===== src/rtl/branch_resolve_if.sv =====
// ----------------------------------------------------------------------------
// branch_resolve_if
//   Bundle between ex0 and the branch resolution unit. It carries:
//     - ex0 side (master drives): ex_valid, ex_ready, ex_pc, ex_btype, ex_cond,
//       ex_target, ex_pred_taken, ex_pred_pc
//     - resolution side (slave drives): ex_kill, the fact_* / predict_*_fail
//       BTB update bundle, redirect_valid / redirect_pc, br_cnt / miss_cnt
//   CNT_WIDTH must match the CNT_WIDTH of the branch_resolve instance.
// ----------------------------------------------------------------------------
interface branch_resolve_if #(
    parameter int CNT_WIDTH = 32
);
    logic                 ex_valid;
    logic                 ex_ready;
    logic [31:0]          ex_pc;
    logic [1:0]           ex_btype;
    logic                 ex_cond;
    logic [31:0]          ex_target;
    logic                 ex_pred_taken;
    logic [31:0]          ex_pred_pc;

    logic                 ex_kill;
    logic                 fact_valid;
    logic [31:0]          fact_pc;
    logic [31:0]          fact_tpc;
    logic                 fact_taken;
    logic                 predict_dir_fail;
    logic                 predict_add_fail;
    logic                 redirect_valid;
    logic [31:0]          redirect_pc;
    logic [CNT_WIDTH-1:0] br_cnt;
    logic [CNT_WIDTH-1:0] miss_cnt;

    modport master (
        output ex_valid, ex_ready, ex_pc, ex_btype, ex_cond, ex_target,
               ex_pred_taken, ex_pred_pc,
        input  ex_kill, fact_valid, fact_pc, fact_tpc, fact_taken,
               predict_dir_fail, predict_add_fail, redirect_valid,
               redirect_pc, br_cnt, miss_cnt
    );

    modport slave (
        input  ex_valid, ex_ready, ex_pc, ex_btype, ex_cond, ex_target,
               ex_pred_taken, ex_pred_pc,
        output ex_kill, fact_valid, fact_pc, fact_tpc, fact_taken,
               predict_dir_fail, predict_add_fail, redirect_valid,
               redirect_pc, br_cnt, miss_cnt
    );
endinterface


===== src/rtl/branch_resolve.sv =====
// ----------------------------------------------------------------------------
// branch_resolve
//   Execute-stage branch resolution. Compares the actual outcome of each
//   instruction leaving ex0 with the prediction it was fetched under, produces
//   the registered BTB update bundle and a one-cycle fetch redirect, and after
//   a redirect kills wrong-path instructions until the correct-path PC shows up.
//
// Ports:
//   clk   - clock
//   rstn  - asynchronous active-low reset
//   br    - branch_resolve_if.slave
//             in : ex_valid, ex_ready, ex_pc, ex_btype, ex_cond, ex_target,
//                  ex_pred_taken, ex_pred_pc
//             out: ex_kill (combinational), fact_valid, fact_pc, fact_tpc,
//                  fact_taken, predict_dir_fail, predict_add_fail,
//                  redirect_valid, redirect_pc, br_cnt, miss_cnt (registered)
// ----------------------------------------------------------------------------
module branch_resolve #(
    parameter int CNT_WIDTH = 32
) (
    input  logic            clk,
    input  logic            rstn,
    branch_resolve_if.slave br
);

    typedef enum logic {
        ST_NORMAL = 1'b0,
        ST_SQUASH = 1'b1
    } state_t;

    localparam logic [1:0] BT_NONE = 2'b00;
    localparam logic [1:0] BT_UNC  = 2'b01;
    localparam logic [1:0] BT_COND = 2'b10;
    localparam logic [1:0] BT_IND  = 2'b11;

    // Registered state
    state_t               r_state;
    logic [31:0]          r_exp_pc;
    logic                 r_fact_valid;
    logic [31:0]          r_fact_pc;
    logic [31:0]          r_fact_tpc;
    logic                 r_fact_taken;
    logic                 r_dir_fail;
    logic                 r_add_fail;
    logic                 r_redirect_valid;
    logic [31:0]          r_redirect_pc;
    logic [CNT_WIDTH-1:0] r_br_cnt;
    logic [CNT_WIDTH-1:0] r_miss_cnt;

    // Combinational resolution terms
    logic [31:0] w_fall;
    logic        w_act_taken;
    logic [31:0] w_act_next;
    logic        w_dir_fail;
    logic        w_add_fail;
    logic        w_mispred;
    logic        w_fire;
    logic        w_kill;
    logic        w_resolve;
    logic        w_is_branch;

    // Saturating increment: counters stick at all-ones instead of wrapping.
    function automatic logic [CNT_WIDTH-1:0] sat_inc(input logic [CNT_WIDTH-1:0] v);
        logic [CNT_WIDTH-1:0] one;
        one = '0;
        one[0] = 1'b1;
        if (&v) begin
            return v;
        end
        return v + one;
    endfunction

    // Sequential fall-through is the next 8-byte fetch group, not pc+4.
    assign w_fall = {br.ex_pc[31:3], 3'b000} + 32'd8;

    always_comb begin
        w_act_taken = 1'b0;
        unique case (br.ex_btype)
            BT_NONE: w_act_taken = 1'b0;
            BT_UNC:  w_act_taken = 1'b1;
            BT_COND: w_act_taken = br.ex_cond;
            BT_IND:  w_act_taken = 1'b1;
            default: w_act_taken = 1'b0;
        endcase
    end

    assign w_act_next  = w_act_taken ? br.ex_target : w_fall;
    assign w_dir_fail  = (w_act_taken != br.ex_pred_taken);
    assign w_add_fail  = w_act_taken & (br.ex_pred_pc != br.ex_target);
    // A not-taken prediction also carries a next-fetch PC; if fetch did not
    // fall through to the next group the wrong-path stream must be restarted.
    assign w_mispred   = w_dir_fail | w_add_fail |
                         (~w_act_taken & ~br.ex_pred_taken & (br.ex_pred_pc != w_fall));
    assign w_is_branch = (br.ex_btype != BT_NONE);

    assign w_fire    = br.ex_valid & br.ex_ready;
    // Kill is independent of ex_ready so a stalled wrong-path op is flagged too.
    assign w_kill    = (r_state == ST_SQUASH) & br.ex_valid & (br.ex_pc != r_exp_pc);
    assign w_resolve = w_fire & ~w_kill;

    always_ff @(posedge clk or negedge rstn) begin
        if (!rstn) begin
            r_state          <= ST_NORMAL;
            r_exp_pc         <= '0;
            r_fact_valid     <= 1'b0;
            r_fact_pc        <= '0;
            r_fact_tpc       <= '0;
            r_fact_taken     <= 1'b0;
            r_dir_fail       <= 1'b0;
            r_add_fail       <= 1'b0;
            r_redirect_valid <= 1'b0;
            r_redirect_pc    <= '0;
            r_br_cnt         <= '0;
            r_miss_cnt       <= '0;
        end else begin
            // Pulse-type outputs are only high in the cycle after a resolve.
            r_fact_valid     <= w_resolve;
            r_fact_taken     <= w_resolve & w_act_taken;
            r_dir_fail       <= w_resolve & w_dir_fail;
            r_add_fail       <= w_resolve & w_add_fail;
            r_redirect_valid <= w_resolve & w_mispred;

            if (w_resolve) begin
                r_fact_pc  <= br.ex_pc;
                r_fact_tpc <= br.ex_target;
                if (w_is_branch) begin
                    r_br_cnt <= sat_inc(r_br_cnt);
                end
                if (w_mispred) begin
                    r_miss_cnt    <= sat_inc(r_miss_cnt);
                    r_redirect_pc <= w_act_next;
                    r_state       <= ST_SQUASH;
                    r_exp_pc      <= w_act_next;
                end else begin
                    // A clean resolve means fetch is on the correct path,
                    // whether we were squashing or not.
                    r_state <= ST_NORMAL;
                end
            end
        end
    end

    assign br.ex_kill          = w_kill;
    assign br.fact_valid       = r_fact_valid;
    assign br.fact_pc          = r_fact_pc;
    assign br.fact_tpc         = r_fact_tpc;
    assign br.fact_taken       = r_fact_taken;
    assign br.predict_dir_fail = r_dir_fail;
    assign br.predict_add_fail = r_add_fail;
    assign br.redirect_valid   = r_redirect_valid;
    assign br.redirect_pc      = r_redirect_pc;
    assign br.br_cnt           = r_br_cnt;
    assign br.miss_cnt         = r_miss_cnt;

endmodule


===== src/flat_wrapper.sv =====
// flat-port wrapper written by rule: the top's interface ports become plain ports
module branch_resolve_flat 
#(
    parameter int CNT_WIDTH = 32
)
  (clk, rstn, br_ex_valid, br_ex_ready, br_ex_pc, br_ex_btype, br_ex_cond, br_ex_target, br_ex_pred_taken, br_ex_pred_pc, br_ex_kill, br_fact_valid, br_fact_pc, br_fact_tpc, br_fact_taken, br_predict_dir_fail, br_predict_add_fail, br_redirect_valid, br_redirect_pc, br_br_cnt, br_miss_cnt);
  branch_resolve_if #(.CNT_WIDTH(CNT_WIDTH)) br_i ();
  input  logic clk;
  input  logic rstn;
  input wire logic [$bits(br_i.ex_valid)-1:0] br_ex_valid;
  input wire logic [$bits(br_i.ex_ready)-1:0] br_ex_ready;
  input wire logic [$bits(br_i.ex_pc)-1:0] br_ex_pc;
  input wire logic [$bits(br_i.ex_btype)-1:0] br_ex_btype;
  input wire logic [$bits(br_i.ex_cond)-1:0] br_ex_cond;
  input wire logic [$bits(br_i.ex_target)-1:0] br_ex_target;
  input wire logic [$bits(br_i.ex_pred_taken)-1:0] br_ex_pred_taken;
  input wire logic [$bits(br_i.ex_pred_pc)-1:0] br_ex_pred_pc;
  output wire logic [$bits(br_i.ex_kill)-1:0] br_ex_kill;
  output wire logic [$bits(br_i.fact_valid)-1:0] br_fact_valid;
  output wire logic [$bits(br_i.fact_pc)-1:0] br_fact_pc;
  output wire logic [$bits(br_i.fact_tpc)-1:0] br_fact_tpc;
  output wire logic [$bits(br_i.fact_taken)-1:0] br_fact_taken;
  output wire logic [$bits(br_i.predict_dir_fail)-1:0] br_predict_dir_fail;
  output wire logic [$bits(br_i.predict_add_fail)-1:0] br_predict_add_fail;
  output wire logic [$bits(br_i.redirect_valid)-1:0] br_redirect_valid;
  output wire logic [$bits(br_i.redirect_pc)-1:0] br_redirect_pc;
  output wire logic [$bits(br_i.br_cnt)-1:0] br_br_cnt;
  output wire logic [$bits(br_i.miss_cnt)-1:0] br_miss_cnt;
  assign br_i.ex_valid = br_ex_valid;
  assign br_i.ex_ready = br_ex_ready;
  assign br_i.ex_pc = br_ex_pc;
  assign br_i.ex_btype = br_ex_btype;
  assign br_i.ex_cond = br_ex_cond;
  assign br_i.ex_target = br_ex_target;
  assign br_i.ex_pred_taken = br_ex_pred_taken;
  assign br_i.ex_pred_pc = br_ex_pred_pc;
  assign br_ex_kill = br_i.ex_kill;
  assign br_fact_valid = br_i.fact_valid;
  assign br_fact_pc = br_i.fact_pc;
  assign br_fact_tpc = br_i.fact_tpc;
  assign br_fact_taken = br_i.fact_taken;
  assign br_predict_dir_fail = br_i.predict_dir_fail;
  assign br_predict_add_fail = br_i.predict_add_fail;
  assign br_redirect_valid = br_i.redirect_valid;
  assign br_redirect_pc = br_i.redirect_pc;
  assign br_br_cnt = br_i.br_cnt;
  assign br_miss_cnt = br_i.miss_cnt;
  branch_resolve #(.CNT_WIDTH(CNT_WIDTH)) u_core (.clk(clk), .rstn(rstn), .br(br_i));
endmodule

===== config.mk =====
export PLATFORM = sky130hd
export DESIGN_NAME = branch_resolve_flat
export DESIGN_NICKNAME = d
export VERILOG_FILES = /design/src/rtl/branch_resolve_if.sv /design/src/rtl/branch_resolve.sv /design/src/flat_wrapper.sv
export SDC_FILE = /design/constraint.sdc
export NUM_CORES = 1
export LEC_CHECK = 0
export ABC_AREA = 1
export CAP_MARGIN = 20
export CELL_PAD_IN_SITES_DETAIL_PLACEMENT = 1
export CELL_PAD_IN_SITES_GLOBAL_PLACEMENT = 1
export CORE_MARGIN = 8
export CORE_UTILIZATION = 35
export DETAILED_ROUTE_END_ITERATION = 7
export GPL_ROUTABILITY_DRIVEN = 0
export PLACE_DENSITY_LB_ADDON = 0.12
export SYNTH_ARGS = -nofsm -noshare
export SYNTH_HDL_FRONTEND = slang
export SYNTH_SLANG_ARGS = --single-unit

===== constraint.sdc =====
create_clock -name clk -period 2.8 [get_ports clk]
set_input_delay 0.42 -clock clk [delete_from_list [all_inputs] [get_ports clk]]
set_output_delay 0.42 -clock clk [all_outputs]
set_load 0.005 [all_outputs]

==> metrics.md, run 1 <==
| Metric | Value |
|---|---|
| Routed via count | `11700` |
| Fin crit period | `2.68 ns` |
| First-pass DRT Iterations | `5` |
| Core Footprint | `29400 um^2` |
| Cells after Synth | `1493` |
| Req. time, crit path | `2.38 ns` |
| Register area share after synthesis | `40.1%` |
| Clock H-tree levels | `4` |
| Root buf cell | `clkbuf_16` |
| CP Data Arrival Time | `2.26 ns` |
| Post-route ant nets | `0` |
| Area occupied by multi-input gates | `5850 um^2` |
| RSZ-0062 raised after global routing | `false` |
| CTS Buf Count | `17` |
| Critical path endpoint category | `output pin` |
| Fillers | `3661` |
| Max-Cap Viols | `0` |
| Mapped Avg Cell Area | `6.94 um^2` |
| Syn Nets | `1601` |
| Initial antenna violation count | `4` |
| TNS Setup | `0 ns` |
| Clock skew | `0.0142 ns` |
| Layout cell share with drive strength beyond 1 | `15.3%` |
| Die H | `188 um` |
| Global-route wire length before repair | `68000 um` |
| Final Hold Slack | `0.484 ns` |
| Non-filler cells, final | `2324` |
| Reg-to-reg slack, setup | `0.25 ns` |
| Worst slew pin tran | `0.513 ns` |
| FF+latch count, synth | `166` |
| Area Growth Syn to Fin | `54.1%` |
| Reg clk slew, reported paths | `0.07 ns` |
| Total grt overflow | `0` |
| Fin nets | `2025` |
| Final wirelength | `44500 um` |
| Clk sinks | `166` |
| Slew headroom | `65.5%` |
| Drt via density | `5.02` |
| Worst-skew pair later-pin latency | `0.44 ns` |
| Post-synthesis cell type count | `27` |
| Post-DP HPWL | `34300 um` |
| Hold Vio Cnt, Final | `0` |
| VDD IR-drop max | `0.370 mV` |
| Crit path kind | `in -> out` |
| CTS Buffer Depth | `2` |
| Slew Viols, Final | `0` |
| Worst r2r path cells | `12` |
| Status | `finished clean` |
| Largest net degree at the start of global routing | `63` |
| Reg2reg end | `u_core.br.miss_cnt[14]$_DFFE_PN0P_` |
| Worst Setup Start Kind | `primary input` |
| GR Util All Layers | `24.2%` |
| Period utilization | `95.9%` |
| Boundary pin count | `270` |
| Area of the mapped netlist | `10400 um^2` |
| Dpl cells | `2278` |
| Leak pwr | `7.73 nW` |
| CP Max Fanout | `4` |
| Die Wd | `188 um` |
| FF/Latch Area | `4160 um^2` |
| Cell Pwr Density | `535 nW/um^2` |
| Worst min-delay path category | `in -> async` |
| Avg WL per Cell | `19.1 um` |
| # setup viols final | `0` |
| Die area | `35400 um^2` |
| I/O Buffers | `269` |
| Fmax | `372 MHz` |
| DRC | `0` |
| Via count of the first global-routing pass | `12200` |
| Clock tree from TritonCTS | `done` |
| Ys Warns | `0` |
| Initial drt markers | `746` |
| FP Rows | `63` |
| Initial Util | `35.3%` |
| Worst R2R Start | `u_core.r_exp_pc[0]$_DFFE_PN0P_` |
[worst max-delay path, stage by stage]
cell and delay (ns):
dlygate4sd2_1 0.31, buf_4 0.19, xnor2_1 0.17, nand4_1 0.22
nor4_2 0.26, nand4_1 0.26, nand2_2 0.13, inv_1 0.07
clkdlybuf4s15_1 0.22
[cell usage after synthesis]
library cell,n,area share (%)
buf_1,7,0.25
nor2_2,4,0.24
and2_1,1,0.060
buf_6,1,0.11
and3_1,1,0.060
nor4_1,18,1.1
nand3b_1,12,0.87
nor2_1,128,4.6
o21ai_1,2,0.097
ha_1,4,0.48
nand3_1,152,7.3
nand2_1,557,20
buf_2,13,0.63
xor2_1,63,5.3
inv_1,121,4.4
dfrtp_1,166,40
nor3_1,38,1.8
xnor3_1,2,0.43
xnor2_1,49,4.1
nand2_2,3,0.18
o21ai_0,66,3.2
clkbuf_1,25,0.91
or2_2,11,0.66
nand4_1,27,1.6
nor2_4,2,0.22
a21oi_1,18,0.87
buf_4,2,0.14
[per-layer routing]
layer | vias up | part of all wire (%) | wire length (um) | global-route usage [%]
met5 | - | 0 | 0 | 0
met4 | 0 | 3.1 | 1370 | 8.82
met3 | 74 | 4.5 | 2010 | 4.38
met2 | 271 | 50 | 22100 | 41.7
met1 | 5708 | 43 | 19000 | 29.6
li1 | 5610 | - | - | -
[timing repair]
action,CTS,global route
cloned,0,5
gates resized for setup,22,79
setup endpoints to repair,67,72
endpoints found under the hold margin,45,0
pin swaps,5,25
hold buffers,1,0
setup buffers,1,3
[worst max path at each step]
| stage | startpoint | to | slack [ns] | depth (start not counted) |
|---|---|---|---|---|
| 3_3_place_gp | br_ex_pc[4] | u_core.r_exp_pc[1]$_DFFE_PN0P_ | -0.55 | 18 |
| 6_report | br_ex_pc[5] | br_ex_kill | 0.12 | 9 |
| 3_5_place_dp | br_ex_pc[4] | u_core.r_exp_pc[14]$_DFFE_PN0P_ | -0.62 | 19 |
| 4_1_cts | br_ex_pc[3] | br_ex_kill | 0.0007 | 10 |
| 2_1_floorplan | br_ex_pc[3] | u_core.r_exp_pc[10]$_DFFE_PN0P_ | 0.46 | 18 |
| 5_1_grt | br_ex_pc[17] | u_core.r_exp_pc[29]$_DFFE_PN0P_ | 0.005 | 20 |
[kinds of logic (layout without fill, tap and decap cells)]
group,after synthesis,after routing,synth area share (%)
simple gates,954,954,39.0
fa+ha+maj,4,4,0.483
flops,166,166,40.1
xor+xnor,114,114,9.90
buf+inv,169,606,6.42
compound gates,86,86,4.15
other cells,0,4,0
[sequential cells by signal, indices dropped and copies added (netlist names)]
register,flops
u_core.br.br_cnt,32
u_core.br.fact_pc,32
u_core.br.fact_taken,1
u_core.br.fact_tpc,32
u_core.br.fact_valid,1
u_core.br.miss_cnt,32
u_core.br.predict_add_fail,1
u_core.br.predict_dir_fail,1
u_core.br.redirect_valid,1
u_core.r_exp_pc,32
u_core.r_state,1
[cell usage in the layout, fill, tap and decap left out, types with 3 or more instances in the layout]
cell type	Yosys	routed
nand2_1	557	545
clkdlybuf4s50_1	0	247
dfrtp_1	166	164
buf_4	2	162
nand3_1	152	146
inv_1	121	118
nor2_1	128	104
o21ai_0	66	64
xor2_1	63	63
xnor2_1	49	45
nor3_1	38	36
nand4_1	27	27
clkbuf_16	0	21
nor2_2	4	20
dlymetal6s2s_1	0	18
nor4_1	18	17
a21oi_1	18	16
buf_12	0	13
nand3b_1	12	12
or2_2	11	11
nor2_4	2	10
nand2_2	3	8
inv_6	0	6
nand3_2	0	5
buf_6	1	5
diode_2	0	4
xnor2_2	0	4
nand2_4	0	4
bufinv_16	0	4
nand2_8	0	3
ha_1	4	3
[where the power goes]
| part | internal [mW] | switching, mW | total (mW) |
|---|---|---|---|
| clock | 1.55 | 1.12 | 2.66 |
| sequential | 2.80 | 0.405 | 3.21 |
| combinational | 1.42 | 1.25 | 2.67 |
| total | 5.77 | 2.77 | 8.54 |
[metrics by stage]
stage	area, um^2	power, mW	utilization [%]	setup slack (ns)
2_1_floorplan	10400	4.09	-	0.458
3_3_place_gp	14800	5.76	50.4	-0.550
3_5_place_dp	14800	5.84	50.4	-0.616
4_1_cts	15600	8.57	52.9	0.000744
6_report	16000	8.54	54.3	0.115
5_1_grt	16000	8.99	54.3	0.00499
[layout make-up]
| type | instances | area share [%] |
|---|---|---|
| clock buffers | 18 | 2.75 |
| repair buffers | 453 | 27.3 |
| diodes | 4 | 0.0627 |
| inverters | 121 | 2.86 |
| flip-flops and latches | 166 | 26.0 |
| multi-input cells | 1158 | 36.6 |
| clock inverters | 14 | 1.30 |
| well taps | 390 | 3.05 |
Power figures use the tool's default switching activity.
==> run 2: changes to the inputs <==
--- a/config.mk
+++ b/config.mk
@@ -11,6 +11,7 @@
 export CELL_PAD_IN_SITES_GLOBAL_PLACEMENT = 1
 export CORE_MARGIN = 8
 export CORE_UTILIZATION = 35
+export CTS_BUF_LIST = sky130_fd_sc_hd__clkbuf_16
 export DETAILED_ROUTE_END_ITERATION = 7
 export GPL_ROUTABILITY_DRIVEN = 0
 export PLACE_DENSITY_LB_ADDON = 0.12
==> metrics.md, run 2 (synthesis gave the netlist of run 1 again) <==
| Metric | Value |
|---|---|
| I/O Buffers | `269 (unchanged)` |
| Period utilization | `95.5% (-0.40 points)` |
| CP max stage delay | `0.32 ns (about the same)` |
| Initial antenna violation count | `4 (unchanged)` |
| CP Cell Sequence | `dlygate4sd2_1, buf_4, xnor2_1, nand4_1, nor4_2, nand4_1, nand2_2, inv_1, clkdlybuf4s15_1` |
| Reg2reg end | `u_core.br.miss_cnt[14]$_DFFE_PN0P_` |
| Largest net degree at the start of global routing | `63 (unchanged)` |
| Fin nets | `2025 (unchanged)` |
| Post-route ant nets | `0 (unchanged)` |
| Die Wd | `188 um (unchanged)` |
| Critical Path Sink | `br_ex_kill` |
| First-pass DRT Iterations | `5 (unchanged)` |
| Initial drt markers | `730 (-2.1%)` |
| Status | `finished clean` |
| Worst min-delay path category | `reg -> reg` |
| Drt via density | `5.02 (about the same)` |
| GR Util All Layers | `24.1% (-0.032 points)` |
| Worst Setup Start Kind | `primary input` |
| Most common library cell in the layout ignoring fill and taps | `nand2_1` |
| Clock tree from TritonCTS | `done` |
| Clock skew | `0.0141 ns (-0.000128 ns)` |
| Fin crit period | `2.67 ns (-0.0111 ns)` |
| Clk sinks | `166 (unchanged)` |
| Slowest-stage cell, CP | `dlygate4sd2_1` |
| Root buf cell | `clkbuf_16` |
| Req. time, crit path | `2.38 ns (about the same)` |
| Final wirelength | `44500 um (about the same)` |
| Reg clk slew, reported paths | `0.07 ns (about the same)` |
| Global-route wire length before repair | `68000 um (about the same)` |
| Dpl cells | `2278 (unchanged)` |
| DRC | `0 (unchanged)` |
| CP Data Arrival Time | `2.25 ns (about the same)` |
| Worst r2r path cells | `12 (unchanged)` |
| Core Footprint | `29400 um^2 (unchanged)` |
| Initial Util | `35.3% (unchanged)` |
| CTS Buffer Depth | `2 (unchanged)` |
| CP Max Fanout | `4 (unchanged)` |
| Total grt overflow | `0 (unchanged)` |
| Leak pwr | `7.72 nW (about the same)` |
| Non-filler cells, final | `2324 (unchanged)` |
| Slew Viols, Final | `0 (unchanged)` |
| Pre-CTS WS | `-0.616 ns (unchanged)` |
| Die H | `188 um (unchanged)` |
| Max-Cap Viols | `0 (unchanged)` |
| Fmax | `374 MHz (+0.42%)` |
| Slack of the critical path | `0.126 ns (+0.0111 ns)` |
| Crit path launch | `br_ex_pc[5]` |
| Via count of the first global-routing pass | `12200 (+0.033%)` |
| Crit path kind | `in -> out` |
| Hold Vio Cnt, Final | `0 (unchanged)` |
| Routed via count | `11700 (+0.043%)` |
| Clock H-tree levels | `4 (unchanged)` |
| FP Rows | `63 (unchanged)` |
| Die area | `35400 um^2 (unchanged)` |
| Final core utilization | `54.3% (about the same)` |
| Most frequent cells in the layout | `545 x nand2_1, 247 x clkdlybuf4s50_1, 165 x dfrtp_1, 162 x buf_4, 146 x nand3_1` |
| Worst slew pin tran | `0.514 ns (+0.000911 ns)` |
| CTS Buf Count | `17 (unchanged)` |
| Cells on Worst Hold Path | `2` |
| Slew headroom | `65.4% (about the same)` |
| Layout cell share with drive strength beyond 1 | `15.2% (-0.10 points)` |
| Cell Pwr Density | `533 nW/um^2 (-0.28%)` |
| Post-DP HPWL | `34300 um (unchanged)` |
| VDD IR-drop max | `0.370 mV (about the same)` |
| Boundary pin count | `270 (unchanged)` |
| # setup viols final | `0 (unchanged)` |
| Fillers | `3659 (-0.055%)` |
| Critical path endpoint category | `output pin` |
| Avg WL per Cell | `19.1 um (about the same)` |
| Final Hold Slack | `0.484 ns (+0.000625 ns)` |
| Reg-to-reg slack, setup | `0.26 ns (about the same)` |
| Worst-skew pair later-pin latency | `0.44 ns (about the same)` |
| Area Growth Syn to Fin | `54.0% (about the same)` |
| TNS Setup | `0 ns (unchanged)` |
| RSZ-0062 raised after global routing | `false` |
| Most common cell on crit path | `nand4_1` |
| Worst R2R Start | `u_core.r_exp_pc[1]$_DFFE_PN0P_` |
[run 2: cell types whose count changed in the layout (fill, tap and decap cells not counted)]
cell	change
clkbuf_8	-1
clkinv_1	+1
dfrtp_1	+1
dfrtp_2	-1
[run 2: repair_timing]
item	4_1_cts	5_1_grt
setup buffers	1	3
setup endpoints to repair	67	72
gates cloned	0	5
pin swaps	5	25
hold buffers	1	0
endpoints found under the hold margin	45	0
resized for setup	21	79
[run 2: final cells by class]
class                   instances  area [um^2]  area share [%]
inverters                     121          457            2.86
flip-flops and latches        166         4160            26.0
multi-input cells            1158         5850            36.6
well taps                     390          488            3.06
repair buffers                453         4370            27.4
diodes                          4         10.0          0.0627
clock buffers                  17          425            2.66
clock inverters                15          211            1.32
[run 2: worst max-delay path: cells and delay by family]
kind	cells	cell delay, ns
and+or+nand+nor	4	0.87
xor gates and xnor gates	1	0.17
buffers and inverters	4	0.79
[run 2: worst min-delay path by stage]
stage | from | to
floorplan | rstn | u_core.br.br_cnt[0]$_DFFE_PN0P_
global placement | rstn | u_core.br.fact_tpc[13]$_DFFE_PN0P_
detailed placement | rstn | u_core.br.fact_tpc[13]$_DFFE_PN0P_
CTS | br_ex_pc[5] | u_core.br.fact_pc[5]$_DFFE_PN0P_
global route | u_core.br.fact_tpc[26]$_DFFE_PN0P_ | u_core.br.fact_tpc[26]$_DFFE_PN0P_
finish | u_core.br.fact_tpc[5]$_DFFE_PN0P_ | u_core.br.fact_tpc[5]$_DFFE_PN0P_
[run 2: power by group]
part | leakage (nW) | internal (mW) | switching [mW]
Sequential | 2.13 | 2.80 | 0.406
Clock | 0.305 | 1.52 | 1.12
Combinational | 5.29 | 1.42 | 1.25
[run 2: metrics by stage]
step	area [um^2]	total power, mW
2_1_floorplan	10400	4.09
3_3_place_gp	14800	5.76
3_5_place_dp	14800	5.84
4_1_cts	15500	8.54
5_1_grt	16000	8.96
6_report	16000	8.51
[run 2: metal layers]
layer / track usage [%] / part of all wire (%)
met1: 29.6 / 43
met2: 41.6 / 50
met3: 4.38 / 4.6
met4: 8.79 / 3.2
met5: 0 / 0
